`src/rtl/mac_seq.sv`:
```
`default_nettype none
// -----------------------------------------------------------------------------
// mac_seq : feeds signed operand pairs to a pipelined MAC and captures each
//           dot-product result behind a valid/ready handshake.
// Revision: 1.0
// -----------------------------------------------------------------------------
module mac_seq #(
  parameter int N_LEN = 16,
  parameter int Q_LEN = 8,
  parameter int LAT   = 3,
  parameter int CW    = 8
) (
  input  logic             clk,
  input  logic             arst_n,
  input  logic             in_valid,
  output logic             in_ready,
  input  logic [N_LEN-1:0] in_a,
  input  logic [N_LEN-1:0] in_b,
  input  logic             in_last,
  output logic             mac_ce,
  output logic             mac_sload,
  output logic [N_LEN-1:0] mac_a,
  output logic [N_LEN-1:0] mac_b,
  input  logic             mac_rvalid,
  input  logic [N_LEN-1:0] mac_res,
  output logic             res_valid,
  input  logic             res_ready,
  output logic [N_LEN-1:0] res_data,
  output logic             res_err,
  output logic [CW-1:0]    res_cnt
);

  if (LAT < 1 || LAT > 15 || Q_LEN > N_LEN) begin : g_param_check
    $error("mac_seq: LAT must be 1..15 and Q_LEN must not exceed N_LEN");
  end

  localparam logic [3:0] LAT_C = 4'(LAT);

  typedef enum logic [1:0] {
    IDLE  = 2'd0,
    ACC   = 2'd1,
    FLUSH = 2'd2,
    HOLD  = 2'd3
  } state_t;

  state_t           state_q, state_d;
  logic [CW-1:0]    cnt_q, cnt_d;
  logic [3:0]       flush_q, flush_d;
  logic             mac_ce_q, mac_ce_d;
  logic             mac_sload_q, mac_sload_d;
  logic [N_LEN-1:0] mac_a_q, mac_a_d;
  logic [N_LEN-1:0] mac_b_q, mac_b_d;
  logic             res_valid_q, res_valid_d;
  logic [N_LEN-1:0] res_data_q, res_data_d;
  logic             res_err_q, res_err_d;
  logic [CW-1:0]    res_cnt_q, res_cnt_d;
  logic             accept;

  assign in_ready = (state_q == IDLE) || (state_q == ACC);
  assign accept   = in_valid && in_ready;

  always_comb begin
    state_d     = state_q;
    cnt_d       = cnt_q;
    flush_d     = flush_q;
    mac_ce_d    = 1'b0;
    mac_sload_d = 1'b0;
    mac_a_d     = mac_a_q;
    mac_b_d     = mac_b_q;
    res_valid_d = res_valid_q;
    res_data_d  = res_data_q;
    res_err_d   = res_err_q;
    res_cnt_d   = res_cnt_q;

    case (state_q)
      IDLE, ACC: begin
        if (accept) begin
          mac_ce_d = 1'b1;
          mac_a_d  = in_a;
          mac_b_d  = in_b;
          if (state_q == IDLE) begin
            mac_sload_d = 1'b1;
            cnt_d       = CW'(1);
          end else if (cnt_q != {CW{1'b1}}) begin
            cnt_d = cnt_q + CW'(1);
          end
          if (in_last) begin
            state_d = FLUSH;
            flush_d = LAT_C;
          end else begin
            state_d = ACC;
          end
        end
      end
      FLUSH: begin
        // Zero operands push the last real product through the MAC pipeline.
        if (flush_q != 4'd0) begin
          mac_ce_d = 1'b1;
          mac_a_d  = '0;
          mac_b_d  = '0;
          flush_d  = flush_q - 4'd1;
        end else begin
          res_valid_d = 1'b1;
          res_data_d  = mac_res;
          res_err_d   = ~mac_rvalid;
          res_cnt_d   = cnt_q;
          state_d     = HOLD;
        end
      end
      HOLD: begin
        if (res_ready) begin
          res_valid_d = 1'b0;
          state_d     = IDLE;
        end
      end
      default: state_d = IDLE;
    endcase
  end

  always_ff @(posedge clk or negedge arst_n) begin
    if (!arst_n) begin
      state_q     <= IDLE;
      cnt_q       <= '0;
      flush_q     <= '0;
      mac_ce_q    <= 1'b0;
      mac_sload_q <= 1'b0;
      mac_a_q     <= '0;
      mac_b_q     <= '0;
      res_valid_q <= 1'b0;
      res_data_q  <= '0;
      res_err_q   <= 1'b0;
      res_cnt_q   <= '0;
    end else begin
      state_q     <= state_d;
      cnt_q       <= cnt_d;
      flush_q     <= flush_d;
      mac_ce_q    <= mac_ce_d;
      mac_sload_q <= mac_sload_d;
      mac_a_q     <= mac_a_d;
      mac_b_q     <= mac_b_d;
      res_valid_q <= res_valid_d;
      res_data_q  <= res_data_d;
      res_err_q   <= res_err_d;
      res_cnt_q   <= res_cnt_d;
    end
  end

  assign mac_ce    = mac_ce_q;
  assign mac_sload = mac_sload_q;
  assign mac_a     = mac_a_q;
  assign mac_b     = mac_b_q;
  assign res_valid = res_valid_q;
  assign res_data  = res_data_q;
  assign res_err   = res_err_q;
  assign res_cnt   = res_cnt_q;

endmodule
`default_nettype wire

```
`config.mk`:
```
export PLATFORM = sky130hd
export DESIGN_NAME = mac_seq
export DESIGN_NICKNAME = d
export VERILOG_FILES = /design/src/rtl/mac_seq.sv
export SDC_FILE = /design/constraint.sdc
export NUM_CORES = 1
export LEC_CHECK = 0
export CAP_MARGIN = 30
export CORE_MARGIN = 4
export CORE_UTILIZATION = 35
export CTS_BUF_LIST = sky130_fd_sc_hd__clkbuf_4 sky130_fd_sc_hd__clkbuf_8 sky130_fd_sc_hd__clkbuf_16
export DETAILED_ROUTE_END_ITERATION = 8
export PLACE_DENSITY = 0.65
export REMOVE_ABC_BUFFERS = 1
export SLEW_MARGIN = 30
export SYNTH_ARGS = -nofsm -noshare
export SYNTH_HDL_FRONTEND = slang
export SYNTH_SLANG_ARGS = --single-unit
```
`constraint.sdc`:
```
create_clock -name clk -period 2.1 [get_ports clk]
set_input_delay 0.42 -clock clk [delete_from_list [all_inputs] [get_ports clk]]
set_output_delay 0.42 -clock clk [all_outputs]
set_load 0.05 [all_outputs]
```
==> results of run 1 <==
==> state kept, by name, summed over array words and instances (netlist names) <==
register / count
cnt_q: 8
flush_q: 4
mac_a: 16
mac_b: 16
mac_ce: 1
mac_sload: 1
res_cnt: 8
res_data: 16
res_err: 1
res_valid: 1
state_q: 2
==> logic make-up (layout without fill, tap and decap cells) <==
| group | count (synthesis) | after routing | synth area share |
|---|---|---|---|
| adders and majority gates | 2 | 2 | 0.00821 |
| DFF | 74 | 74 | 0.608 |
| buffers and inverters | 22 | 145 | 0.0366 |
| muxes | 28 | 28 | 0.124 |
| and+or+nand+nor | 34 | 34 | 0.0657 |
| AOI/OAI and AO/OA | 59 | 59 | 0.158 |
==> final timing paths <==
kind                                              from                  endpoint  slack [ns]
worst max-delay path            res_cnt[7]$_DFFE_PN0P_                res_cnt[7]        0.15
worst max register to register  flush_q[0]$_DFFE_PN0P_  res_data[15]$_DFFE_PN0P_        0.24
worst min register to register  flush_q[0]$_DFFE_PN0P_    flush_q[0]$_DFFE_PN0P_        0.50
max in group asynchronous                       arst_n      mac_b[3]$_DFFE_PN0P_        1.44
min in group clk                flush_q[0]$_DFFE_PN0P_    flush_q[0]$_DFFE_PN0P_        0.50
worst min-delay path                            arst_n   res_data[3]$_DFFE_PN0P_        0.09
==> routing by layer <==
metal | vias up | global-route usage
li1 | 1051 | -
met1 | 1090 | 0.191
met2 | 103 | 0.232
met3 | 12 | 0.0675
met4 | 0 | 0.0470
met5 | - | 0
==> cell usage in the layout, fill, tap and decap left out, types with 4 or more instances in the layout <==
cell             instances
a22o_1                  33
a21oi_1                  4
nor3_1                   4
mux2_4                  18
mux2i_1                  4
nand2_1                  8
mux2_2                   6
nand3_1                  4
dfrtp_1                 74
clkbuf_8                11
inv_1                    7
buf_4                    9
o21ai_0                  4
clkdlybuf4s50_1        112
==> metrics by stage <==
| stage | power, mW | setup WS, ns | cell area, sq um | TNS [ns] |
|---|---|---|---|---|
| 6_report | 7.58 | 0.153 | 4530 | 0 |
| 5_1_grt | 7.98 | 0.0837 | 4530 | 0 |
| 4_1_cts | 7.66 | 0.126 | 4530 | 0 |
| 3_5_place_dp | 6.51 | 0.235 | 4330 | 0 |
| 3_3_place_gp | 6.47 | 0.266 | 4330 | 0 |
| 2_1_floorplan | 4.99 | -0.873 | 2960 | -32.20 |
==> cell usage after synthesis <==
cell	instances	area [sq um]
mux2i_1	4	40.0
ha_1	2	25.0
nand3_1	4	20.0
a21boi_0	1	7.51
nor2_1	1	3.75
a22o_1	33	289
or3b_1	1	8.76
nand2_1	8	30.0
o2111a_1	1	11.3
and3_1	3	18.8
inv_1	7	26.3
dfrtp_1	74	1850
buf_1	2	7.51
o32ai_1	1	8.76
nand2b_1	3	18.8
nor2b_1	2	12.5
mux2_4	18	270
clkbuf_1	5	18.8
nand4_1	1	6.26
a41oi_1	1	8.76
a21oi_1	4	20.0
o221a_2	1	11.3
buf_6	3	33.8
a211o_1	1	8.76
nor3_1	4	20.0
a221o_1	1	10.0
o21bai_1	1	7.51
o2111ai_1	2	17.5
and4_1	2	17.5
a31oi_1	3	18.8
mux2_2	6	67.6
a211oi_1	2	15.0
a21oi_2	1	8.76
and2b_1	1	7.51
nand3b_1	2	15.0
a41o_1	1	10.0
buf_2	5	25.0
o211ai_1	1	7.51
nand2b_4	1	13.8
o21ai_0	4	20.0
nor3b_1	1	7.51
==> area by class of cell <==
class,instances,area (sq um)
repair buffers,123,1230
clock inverters,4,51.3
flip-flops and latches,74,1850
fillers,728,3810
clock buffers,11,151
multi-input cells,123,1090
well taps,105,131
inverters,7,26.3
==> report_power, final <==
| part | total [mW] | switching, mW | internal, mW |
|---|---|---|---|
| clock | 1.11 | 0.507 | 0.607 |
| combinational | 4.16 | 2.56 | 1.61 |
| sequential | 2.31 | 0.337 | 1.97 |
==> metrics.md, run 1 <==
| Metric | Value |
|---|---|
| Status | `finished clean` |
| Htree depth | `3` |
| RePlAce Congestion | `0.780` |
| Period utilization | `0.927` |
| Clk_lat worst skew | `0.34 ns` |
| Power Density | `1670 nW/um^2` |
| Final net count | `394` |
| Inst Count DP | `432` |
| Post-synthesis sequential area ratio | `0.608` |
| Antenna Violating Nets Remaining | `0` |
| CP top delay family | `buffers and inverters` |
| Sinks on Clock Net | `74` |
| GRT overflow | `0` |
| Pre-antenna DRT Iters | `4` |
| TritonCTS Buffers | `9` |
| Final Hold Viols | `0` |
| Total number of vias | `2256` |
| Register clock-pin slew on the reported worst setup and hold paths | `0.08 ns` |
| Buf+Inv Stages, Crit Path | `1` |
| Total track usage | `0.151` |
| Starting Density | `0.365` |
| Max-Cap Viols | `0` |
| Die Ht | `101 um` |
| Worst Path Arrival | `1.53 ns` |
| Yosys cell types | `41` |
| Element type at the critical path end | `output port` |
| WS Path Type | `flop to output port` |
| Max-slew headroom | `0.581` |
| Core area | `8340 sq um` |
| Number of buffers added on ports | `114` |
| Avg Synthesized Cell Area | `13.9 sq um` |
| P_leak | `2.06 nW` |
| Iteration-0 DRC Markers | `78` |
| Postcts setup bufs | `0` |
| Final-report max-slew violation count | `0` |
| Worst-Margin Slew | `0.629 ns` |
| First-pass GRT wire length | `12100 um` |
| Max Freq | `514 MHz` |
| Reg2reg path depth | `5` |
| Flops & latches, synth | `74` |
| Post-CTS sizing | `0` |
| Largest net degree at the start of global routing | `50` |
| DR vias/cell | `5.05` |
| Top sig layer | `met4` |
| Met3 WL post-DR | `762 um` |
| RSZ-0062 raised after global routing | `false` |
| Final cell count without fillers | `447` |
| I/O pin cnt | `115` |
| VDD IR-drop max | `0.000841 V` |
| Row count | `33` |
| Die width | `101 um` |
| Met1 wire length | `3080 um` |
| Period minus WS final | `1.95 ns` |
| Worst path depth | `1` |
| ANT cells | `0` |
| Hold_buf cts | `0` |
| Final setup fails | `0` |
| Layout Utilization | `0.543` |
| Post-route DRC | `0` |
| Root Driver | `clkbuf_8` |
| Crit-path cells | `clkdlybuf4s50_1` |
| Ys Warns | `0` |
| Post-Synthesis Cells | `219` |
| Clock buffer depth | `2` |
| Hpwl dp | `4980 um` |
| Cell area after synthesis | `3050 sq um` |
| DR WL/cell | `16.0 um` |
| Antenna violations before repair | `0` |
| WP data required | `1.68 ns` |
| Layout cells sized above 1 | `0.158` |
| Met2 WL | `3210 um` |
| Worst hold margin | `0.0887 ns` |
| Synth-to-layout area growth | `48.7%` |
| CTS tree | `done` |
| Drt total wl | `7170 um` |
| Worst Clk Skew | `0.0105 ns` |
| CP Launch Type | `flop` |
| Hold Crit Class | `input pin to async pin` |
| Worst path max stage delay | `0.82 ns` |
| Vias in the first global route | `2438` |
| Crit-path slowest cell | `clkdlybuf4s50_1` |
| Die area | `10300 sq um` |
| CP Max Fanout | `2` |
Power figures use the tool's default switching activity.
==> run 2: changes to the inputs <==
Settings changed: CORE_ASPECT_RATIO set to 1.75.
==> metrics.md, run 2 (synthesized netlist as in run 1, its figures left out) <==
| Metric | Value |
|---|---|
| Internal power | `4.56 mW (+9.0%)` |
| Antenna violations before repair | `0 (unchanged)` |
| Period utilization | `0.933 (+0.00612)` |
| Worst-Margin Slew | `0.581 ns (-0.0479 ns)` |
| Flop pwr share | `0.286 (-0.018)` |
| Total number of vias | `2227 (-1.3%)` |
| Combinational share of power | `0.523 (-0.026)` |
| Total track usage | `0.155 (+0.00404)` |
| Sinks on Clock Net | `74 (unchanged)` |
| Die width | `78.5 um (-22%)` |
| Post-route DRC | `0 (unchanged)` |
| Hpwl dp | `5510 um (+11%)` |
| Layout cells sized above 1 | `0.160 (+0.00246)` |
| Inst Count DP | `442 (+2.3%)` |
| Vias in the first global route | `2413 (-1.0%)` |
| RSZ-0062 raised after global routing | `false` |
| Core area | `8420 sq um (+0.99%)` |
| Max Freq | `510 MHz (-0.66%)` |
| Post-CTS sizing | `0 (unchanged)` |
| Number of buffers added on ports | `114 (unchanged)` |
| Die area | `10300 sq um (+0.57%)` |
| CP Launch Type | `flop` |
| Clk_lat worst skew | `0.33 ns (about the same)` |
| Largest net degree at the start of global routing | `40 (-20%)` |
| Final net count | `394 (unchanged)` |
| Antenna Violating Nets Remaining | `0 (unchanged)` |
| Buf+Inv Stages, Crit Path | `1 (unchanged)` |
| Iteration-0 DRC Markers | `87 (+12%)` |
| Drt total wl | `7470 um (+4.2%)` |
| Final setup fails | `0 (unchanged)` |
| Final-report max-slew violation count | `0 (unchanged)` |
| Filler Cell Count | `744 (+2.2%)` |
| TritonCTS Buffers | `9 (unchanged)` |
| Status | `finished clean` |
| RePlAce Congestion | `0.779 (-0.19%)` |
| Root Driver | `clkbuf_16` |
| Die Ht | `131 um (+30%)` |
| Period minus WS final | `1.96 ns (+0.0129 ns)` |
| CP top delay family | `buffers and inverters` |
| Htree depth | `3 (unchanged)` |
| WS Path Type | `flop to output port` |
| DR WL/cell | `16.3 um (+1.7%)` |
| First-pass GRT wire length | `12300 um (+1.1%)` |
| GRT overflow | `0 (unchanged)` |
| Register clock-pin slew on the reported worst setup and hold paths | `0.06 ns (-0.02 ns)` |
| Area occupied by multi-input gates | `1090 sq um (unchanged)` |
| Hold_buf cts | `0 (unchanged)` |
| Pre-antenna DRT Iters | `4 (unchanged)` |
| Worst Path Arrival | `1.54 ns (about the same)` |
| Power Density | `1730 nW/um^2 (+3.2%)` |
| Synth-to-layout area growth | `52.5%` |
| Most common cell after layout, fill and taps aside | `clkdlybuf4s50_1` |
| WP data required | `1.68 ns (about the same)` |
| Starting Density | `0.362 (-0.00358)` |
| Switch share | `0.432 (-0.0165)` |
| Most frequent cells in the layout | `clkdlybuf4s50_1, dfrtp_1, a22o_1` |
| CP Max Fanout | `2 (unchanged)` |
| Row count | `44 (+33%)` |
| Clock network fraction of design power | `0.191 (+0.044)` |
| Worst Clk Skew | `0.0101 ns (-0.000487 ns)` |
| Crit-path cells | `clkdlybuf4s50_1` |
| Worst path max stage delay | `0.86 ns (+0.04 ns)` |
| Final Hold Viols | `0 (unchanged)` |
| I/O pin cnt | `115 (unchanged)` |
| P_leak | `2.11 nW (+2.3%)` |
| Crit-path slowest cell | `clkdlybuf4s50_1` |
| Final cell count without fillers | `458 (+2.5%)` |
| Element type at the critical path end | `output port` |
| Tot Pwr | `8.02 mW (+5.9%)` |
| Sw Pwr | `3.47 mW (+1.9%)` |
| VDD IR-drop max | `0.000901 V (+7.2%)` |
| Max-slew headroom | `0.611 (+0.0307)` |
| CTS tree | `done` |
| Clock buffer depth | `2 (unchanged)` |
| ANT cells | `0 (unchanged)` |
| DR vias/cell | `4.86 (-3.7%)` |
| Postcts setup bufs | `0 (unchanged)` |
| Reg area | `1850 sq um (unchanged)` |
| Hold Crit Class | `input pin to async pin` |
| Max-Cap Viols | `0 (unchanged)` |
## run 2: changes by cell type in the layout (fill, tap and decap cells not counted)
cell,before,now
clkbuf_8,11,1
clkbuf_16,0,9
clkbuf_4,0,2
## run 2: layer usage
metal,vias to the layer above,track usage,wire length (um)
met1,1092,0.172,2790
li1,1049,-,-
met2,71,0.263,4080
met4,0,0.0778,250
met5,-,0,0
met3,15,0.0459,350
## run 2: cell type report
class / instances / area share
clock inverters: 4 / 0.0110
flip-flops and latches: 74 / 0.398
clock buffers: 12 / 0.0547
well taps: 115 / 0.0310
repair buffers: 123 / 0.264
multi-input cells: 123 / 0.235
inverters: 7 / 0.00565
## run 2: metrics by stage
stage | TNS, ns | setup slack, ns | instance area (sq um) | hold WS (ns) | utilization
global route | 0 | 0.0990 | 4650 | 0.0783 | 0.552
global placement | 0 | 0.264 | 4340 | 0.406 | 0.515
CTS | 0 | 0.127 | 4650 | 0.0475 | 0.552
detailed placement | 0 | 0.236 | 4340 | 0.406 | 0.515
finish | 0 | 0.140 | 4650 | 0.0352 | 0.552
floorplan | -32.20 | -0.873 | 2960 | 0.124 | -
## run 2: power groups by stage
stage | Combinational, mW | Clock [mW] | Sequential, mW
CTS | 4.25 | 1.58 | 2.30
finish | 4.20 | 1.53 | 2.30
global placement | 4.18 | 0 | 2.30
floorplan | 1.06 | 0 | 3.94
detailed placement | 4.24 | 0 | 2.30
global route | 4.40 | 1.64 | 2.37
## run 2: path summary, 6_finish.rpt
check | startpoint | to | slack [ns] | cells after the start
max reg2reg | flush_q[0]$_DFFE_PN0P_ | res_data[2]$_DFFE_PN0P_ | 0.26 | 5
max | mac_b[0]$_DFFE_PN0P_ | mac_b[0] | 0.14 | 1
min reg2reg | mac_b[4]$_DFFE_PN0P_ | mac_b[4]$_DFFE_PN0P_ | 0.50 | 1
min | arst_n | res_data[12]$_DFFE_PN0P_ | 0.04 | 1
min in group clk | mac_b[4]$_DFFE_PN0P_ | mac_b[4]$_DFFE_PN0P_ | 0.50 | 1
max in group asynchronous | arst_n | state_q[0]$_DFFE_PN0P_ | 1.49 | 2
